`src/rtl/qc_ldpc_encoder_pkg.sv`:
```
`default_nettype none
// ---------------------------------------------------------------------------
// ldpc_pkg : shared sizes, circulant shift table and encoder states
// Rev 1.0
// ---------------------------------------------------------------------------
package ldpc_pkg;

  localparam int L          = 32;
  localparam int ADDR_WIDTH = 5;
  localparam int K          = 6;
  localparam int J          = 3;

  localparam int RW    = (J > 1) ? $clog2(J) : 1;
  localparam int KW    = (K > 1) ? $clog2(K) : 1;
  localparam int CNT_W = (KW > RW) ? KW : RW;

  typedef enum logic [1:0] {
    IDLE = 2'd0,
    MSG  = 2'd1,
    PAR  = 2'd2
  } enc_state_t;

  // Shift of circulant (r,j); L is a power of two so the mod is a truncation.
  function automatic logic [ADDR_WIDTH-1:0] shift_of(input int r, input int j);
    return ADDR_WIDTH'((r * j) % L);
  endfunction

endpackage
`default_nettype wire

```
`src/rtl/qc_ldpc_encoder_acc.sv`:
```
`default_nettype none
// ---------------------------------------------------------------------------
// qc_parity_acc : J x L parity accumulator with clear, toggle and read ports
// Rev 1.0
// ---------------------------------------------------------------------------
module qc_parity_acc
  import ldpc_pkg::*;
(
  input  logic                  clk,
  input  logic                  rst_n,
  input  logic                  clr,
  input  logic                  tgl_en,
  input  logic [CNT_W-1:0]      tgl_j,
  input  logic [ADDR_WIDTH-1:0] tgl_t,
  input  logic                  tgl_bit,
  input  logic [RW-1:0]         rd_r,
  input  logic [ADDR_WIDTH-1:0] rd_u,
  output logic                  rd_bit
);

  logic [L-1:0] acc_q [J];
  logic [L-1:0] acc_d [J];

  always_comb begin
    for (int r = 0; r < J; r++) begin
      acc_d[r] = clr ? '0 : acc_q[r];
    end
    // Message bit m_j[t] feeds parity bit (t - s(r,j)) of every row group.
    if (tgl_en && tgl_bit) begin
      for (int r = 0; r < J; r++) begin
        acc_d[r][tgl_t - shift_of(r, int'(tgl_j))] = ~acc_d[r][tgl_t - shift_of(r, int'(tgl_j))];
      end
    end
  end

  always_ff @(posedge clk or negedge rst_n) begin
    if (!rst_n) begin
      for (int r = 0; r < J; r++) acc_q[r] <= '0;
    end else begin
      for (int r = 0; r < J; r++) acc_q[r] <= acc_d[r];
    end
  end

  assign rd_bit = acc_q[rd_r][rd_u];

endmodule
`default_nettype wire

```
`src/rtl/qc_ldpc_encoder.sv`:
```
`default_nettype none
// ---------------------------------------------------------------------------
// qc_ldpc_encoder : serial systematic QC-LDPC encoder, parity built on the fly
// Rev 1.0
// ---------------------------------------------------------------------------
module qc_ldpc_encoder
  import ldpc_pkg::*;
(
  input  logic clk,
  input  logic reset,
  input  logic in_valid,
  input  logic in_data,
  output logic in_ready,
  output logic out_valid,
  output logic out_data,
  input  logic out_ready,
  output logic out_parity,
  output logic out_last,
  output logic busy
);

  logic [1:0] rst_sync_q;
  logic       rst_n;

  // Reset asserts asynchronously but is released on a clock edge.
  always_ff @(posedge clk or negedge reset) begin
    if (!reset) rst_sync_q <= 2'b00;
    else        rst_sync_q <= {rst_sync_q[0], 1'b1};
  end
  assign rst_n = rst_sync_q[1];

  enc_state_t            state_q,      state_d;
  logic [CNT_W-1:0]      blk_q,        blk_d;
  logic [ADDR_WIDTH-1:0] pos_q,        pos_d;
  logic                  out_valid_q,  out_valid_d;
  logic                  out_data_q,   out_data_d;
  logic                  out_parity_q, out_parity_d;
  logic                  out_last_q,   out_last_d;

  logic stage_free;
  logic accept;
  logic pos_wrap;
  logic rd_bit;

  assign stage_free = !out_valid_q || out_ready;
  assign in_ready   = rst_n && (state_q != PAR) && stage_free;
  assign accept     = in_valid && in_ready;
  assign pos_wrap   = (pos_q == ADDR_WIDTH'(L - 1));

  qc_parity_acc u_acc (
    .clk    (clk),
    .rst_n  (rst_n),
    .clr    (accept && (state_q == IDLE)),
    .tgl_en (accept),
    .tgl_j  (blk_q),
    .tgl_t  (pos_q),
    .tgl_bit(in_data),
    .rd_r   (blk_q[RW-1:0]),
    .rd_u   (pos_q),
    .rd_bit (rd_bit)
  );

  always_comb begin
    state_d      = state_q;
    blk_d        = blk_q;
    pos_d        = pos_q;
    out_valid_d  = out_valid_q;
    out_data_d   = out_data_q;
    out_parity_d = out_parity_q;
    out_last_d   = out_last_q;
    if (stage_free) begin
      out_valid_d = 1'b0;
      out_last_d  = 1'b0;
    end
    unique case (state_q)
      IDLE, MSG: begin
        if (accept) begin
          out_valid_d  = 1'b1;
          out_data_d   = in_data;
          out_parity_d = 1'b0;
          out_last_d   = 1'b0;
          state_d      = MSG;
          pos_d        = pos_q + 1'b1;
          if (pos_wrap) begin
            blk_d = blk_q + 1'b1;
            if (blk_q == CNT_W'(K - 1)) begin
              blk_d   = '0;
              state_d = PAR;
            end
          end
        end
      end
      PAR: begin
        if (stage_free) begin
          out_valid_d  = 1'b1;
          out_data_d   = rd_bit;
          out_parity_d = 1'b1;
          out_last_d   = 1'b0;
          pos_d        = pos_q + 1'b1;
          if (pos_wrap) begin
            blk_d = blk_q + 1'b1;
            if (blk_q == CNT_W'(J - 1)) begin
              blk_d      = '0;
              out_last_d = 1'b1;
              state_d    = IDLE;
            end
          end
        end
      end
      default: state_d = IDLE;
    endcase
  end

  always_ff @(posedge clk or negedge rst_n) begin
    if (!rst_n) begin
      state_q      <= IDLE;
      blk_q        <= '0;
      pos_q        <= '0;
      out_valid_q  <= 1'b0;
      out_data_q   <= 1'b0;
      out_parity_q <= 1'b0;
      out_last_q   <= 1'b0;
    end else begin
      state_q      <= state_d;
      blk_q        <= blk_d;
      pos_q        <= pos_d;
      out_valid_q  <= out_valid_d;
      out_data_q   <= out_data_d;
      out_parity_q <= out_parity_d;
      out_last_q   <= out_last_d;
    end
  end

  assign out_valid  = out_valid_q;
  assign out_data   = out_data_q;
  assign out_parity = out_parity_q;
  assign out_last   = out_last_q;
  assign busy       = (state_q != IDLE);

endmodule
`default_nettype wire

```
`config.mk`:
```
export PLATFORM = sky130hd
export DESIGN_NAME = qc_ldpc_encoder
export DESIGN_NICKNAME = d
export VERILOG_FILES = /design/src/rtl/qc_ldpc_encoder_pkg.sv /design/src/rtl/qc_ldpc_encoder_acc.sv /design/src/rtl/qc_ldpc_encoder.sv
export SDC_FILE = /design/constraint.sdc
export NUM_CORES = 1
export LEC_CHECK = 0
export ABC_AREA = 1
export CORE_AREA = 2 2 136 138
export CTS_BUF_LIST = sky130_fd_sc_hd__clkbuf_16
export CTS_CLUSTER_SIZE = 20
export DETAILED_ROUTE_END_ITERATION = 10
export DIE_AREA = 0 0 138 140
export DONT_BUFFER_PORTS = 1
export PLACE_DENSITY = 0.6
export SETUP_SLACK_MARGIN = 0.3
export SLEW_MARGIN = 20
export SYNTH_ARGS = -nofsm -noshare
export SYNTH_HDL_FRONTEND = slang
export SYNTH_SLANG_ARGS = --single-unit
```
`constraint.sdc`:
```
create_clock -name clk -period 4.07 [get_ports clk]
set_input_delay 0.2035 -clock clk [delete_from_list [all_inputs] [get_ports clk]]
set_output_delay 0.2035 -clock clk [all_outputs]
set_load 0.1 [all_outputs]
```
==> summary.md <==
| Metric | Value |
|---|---|
| Status | `completed` |
| Switch share | `0.558` |
| Post-synthesis compound-gate area fraction | `0.169` |
| XOR/XNOR share of the synthesized area | `0.00780` |
| Drt via density | `5.62` |
| Clk_lat worst skew | `370 ps` |
| Clock power share | `0.117` |
| Die height | `140 um` |
| Leak Pwr | `3.95 nW` |
| PwrDens | `860 nW/um^2` |
| Worst path max stage delay | `830 ps` |
| Area post-placement | `7990 sq um` |
| # rows | `49` |
| ANT cells | `0` |
| Post-DP HPWL | `17.0 mm` |
| FMAX | `305 MHz` |
| Ratio of cells with drive above 1 in the final layout | `0.0364` |
| Slew margin rel. | `0.389` |
| Internal power | `0.00314 W` |
| Seq/Total Area, Yosys | `0.357` |
| Final period util | `0.806` |
| DRT Pass-1 Iters | `7` |
| Tmin final | `3280 ps` |
| Reg clk slew, reported paths | `80 ps` |
| Largest net degree at the start of global routing | `78` |
| Clock root buffer | `clkbuf_16` |
| Worst slew pin tran | `916 ps` |
| Asr flop ratio synth | `1.00` |
| Number of cells after detailed placement | `1,396` |
| Unique masters post-synth | `31` |
| Synth-to-Final Area Change | `5.03%` |
| Number of global-route vias before repair | `7,325` |
| Critical Path AT | `3540 ps` |
| Core area | `17,800 sq um` |
| FILL cells | `1,915` |
| Drt drc | `0` |
| Initial DRC count | `755` |
| Critical path class | `flip-flop to flip-flop` |
| # nets final | `1,197` |
| Starting density of the core | `0.442` |
| Final Instance Area | `8250 sq um` |
| Largest family of logic cells by synthesized area | `simple AND/OR/NAND/NOR gates` |
| Total negative slack | `0 ps` |
| Wire per inst | `17.7 um` |
| Syn Area/Cell | `6.46 sq um` |
| Setup Skew | `11.3 ps` |
| Crit path capture type | `flip-flop` |
| Max-Cap Viols | `0` |
| Worst endpoint required time | `4320 ps` |
| #FFs+latches synth | `112` |
| Global route overflow | `0` |
| Final setup violation count | `0` |
| Smallest hold slack | `71.2 ps` |
| Total CTS buffers | `9` |
| Post-synth EDFFs | `0` |
| Final hold violation count | `0` |
| Simple-gate share of the synthesized area | `0.332` |
| Htree depth | `3` |
| RSZ-0062 raised after global routing | `no` |
| Post_cts resized | `0` |
| Clk sinks | `112` |
| GRT Total Usage | `0.263` |
| Sequential group share of total power | `0.268` |
| Mapped Nets | `1,234` |
| Slew Limit Fails | `0` |
| Multiplexer area fraction after synthesis | `0` |
| Buffers from clock root to sink, at most | `2` |
| Routed wire length | `24.9 mm` |
| Die footprint | `19,300 sq um` |
| Synth warn | `0` |
| CP top delay family | `buffers and inverters` |
| Dominant synthesized flop cell | `dfrtp_1` |
| Finished Layout Cells | `1,411` |
| CTS tree | `yes` |
| Mapped cell area | `7860 sq um` |
| Startpoint types | `flip-flop` |
| Top Ports | `11` |
| Via Count | `7,927` |
| Combinational power share | `0.614` |
| Post-CTS Setup Inserts | `0` |
| Routed Antenna Nets | `0` |
| CP Cell Sequence | `inv_1 > fa_1 > inv_1 > a21oi_1 > nand4_1 > nand3_1 > buf_4 > nand4_1 > nand2_1 > inv_1` |
| NetSw | `0.00396 W` |
| CP max FO | `24` |
| First-pass GRT wire length | `40.6 mm` |
| GPL Wtd Cong | `0.888` |
| Antenna violations before repair | `0` |
| I/O Buffers | `0` |
| Worst Hold Class | `primary input to flip-flop` |
| Adder-cell share of the synthesized area | `0.0226` |
| Gate Count Post-Synth | `1,216` |
| Slowest-stage cell, CP | `fa_1` |
| Die X | `138 um` |
| Peak VDD IR | `0.692 mV` |
| CP most frequent cell | `inv_1` |
| CP bufs+invs | `4` |
## power by group through the flow
| stage | sequential, W | combinational [W] | clock [W] |
|---|---|---|---|
| after detailed placement | 0.00191 | 0.00429 | 0 |
| after global placement | 0.00191 | 0.00427 | 0 |
| final | 0.00190 | 0.00436 | 0.000834 |
| after floorplan | 0.00173 | 0.00334 | 0 |
| after global routing | 0.00194 | 0.00488 | 0.000889 |
| after CTS | 0.00189 | 0.00429 | 0.000851 |
## final cells by class
cell class,count,area (sq um),share of cell area
inverter,145,544,0.0660
sequential,112,2810,0.340
multi-input combinational,891,4200,0.508
timing repair buffer,20,165,0.0200
clock buffer,9,225,0.0273
clock inverter,5,27.5,0.00334
tap,229,287,0.0347
## worst paths after layout
kind | startpoint | endpoint | slack (ps) | depth (start not counted)
max reg2reg | blk_q[1] | u_acc.acc_q[26] | 790 | 10
max in group asynchronous | rst_sync_q[1] | pos_q[0] | 2270 | 2
min | in_valid | state_q[0] | 70 | 2
min reg2reg | rst_sync_q[0] | rst_sync_q[1] | 350 | 0
min in group asynchronous | reset | rst_sync_q[1] | 80 | 1
max | blk_q[1] | u_acc.acc_q[26] | 790 | 10
## state kept, by name, summed over array words and instances, names as in the netlist
| register | count |
|---|---|
| out_parity | 1 |
| state_q | 2 |
| blk_q | 3 |
| out_last | 1 |
| rst_sync_q | 2 |
| out_data | 1 |
| pos_q | 5 |
| u_acc.acc_q | 96 |
| out_valid | 1 |
## stage by stage
stage | total power (W) | util | worst slack, ps
6_report | 0.00710 | 0.464 | 789
5_1_grt | 0.00771 | 0.464 | 568
4_1_cts | 0.00703 | 0.464 | 882
3_5_place_dp | 0.00619 | 0.449 | 904
3_3_place_gp | 0.00618 | 0.449 | 969
2_1_floorplan | 0.00507 | - | 510
## placed cells by master (no fill, tap or decap)
cell and count:
nor2_2 3, clkinvlp_4 2, a21oi_2 1, ha_1 11, nor3_4 1, xor2_1 6, clkinv_1 3, nand2_1 285
dfrtp_1 110, inv_2 2, nand3_1 91, clkinv_2 1, nor2_1 194, clkbuf_16 9, inv_1 142, o21ai_0 97
o211ai_1 13, fa_1 2, a21oi_1 95, nand4_4 1, nand3b_1 1, dfrtp_2 1, o311ai_0 13, dlygate4sd3_1 1
buf_4 18, o21ai_1 3, dfrtp_4 1, o22ai_1 21, conb_1 1, nand2_2 2, xnor2_1 1, nand4_1 40
buf_12 1, nor3_1 9
## synthesized netlist by cell type (3+ instances only)
library cell  instances  share of area
a21oi_1              95          0.061
buf_2                35          0.022
buf_4                 6         0.0057
clkbuf_1             24          0.011
dfrtp_1             112           0.36
ha_1                 11          0.018
inv_1               141          0.067
nand2_1             285           0.14
nand3_1              91          0.058
nand4_1              40          0.032
nor2_1              194          0.093
nor2_2                3         0.0024
nor3_1                9         0.0057
o211ai_1             13          0.012
o21ai_0              97          0.062
o21ai_1               3         0.0019
o22ai_1              21          0.017
o311ai_0             13          0.014
xor2_1                6         0.0067
## routing by layer
layer | wire (um) | track usage
met4 | 916 | 0.111
met5 | 0 | 0
met3 | 1370 | 0.0359
met1 | 11200 | 0.364
met2 | 11500 | 0.415
## kinds of logic (layout without fill, tap and decap cells)
group | after synthesis | count (layout)
adder cells (fa/ha/maj) | 13 | 13
other | 1 | 1
AND/OR/NAND/NOR | 627 | 627
flip-flops | 112 | 112
AO/OA/AOI/OAI | 243 | 243
buffers and inverters | 213 | 179
XOR/XNOR | 7 | 7
## timing repair
item | CTS | global route
endpoints found under the setup margin | 0 | 0
hold buffers | 1 | 0
hold endpoints to repair | 2 | 0
Note: power is estimated with default switching activity, not from simulation.
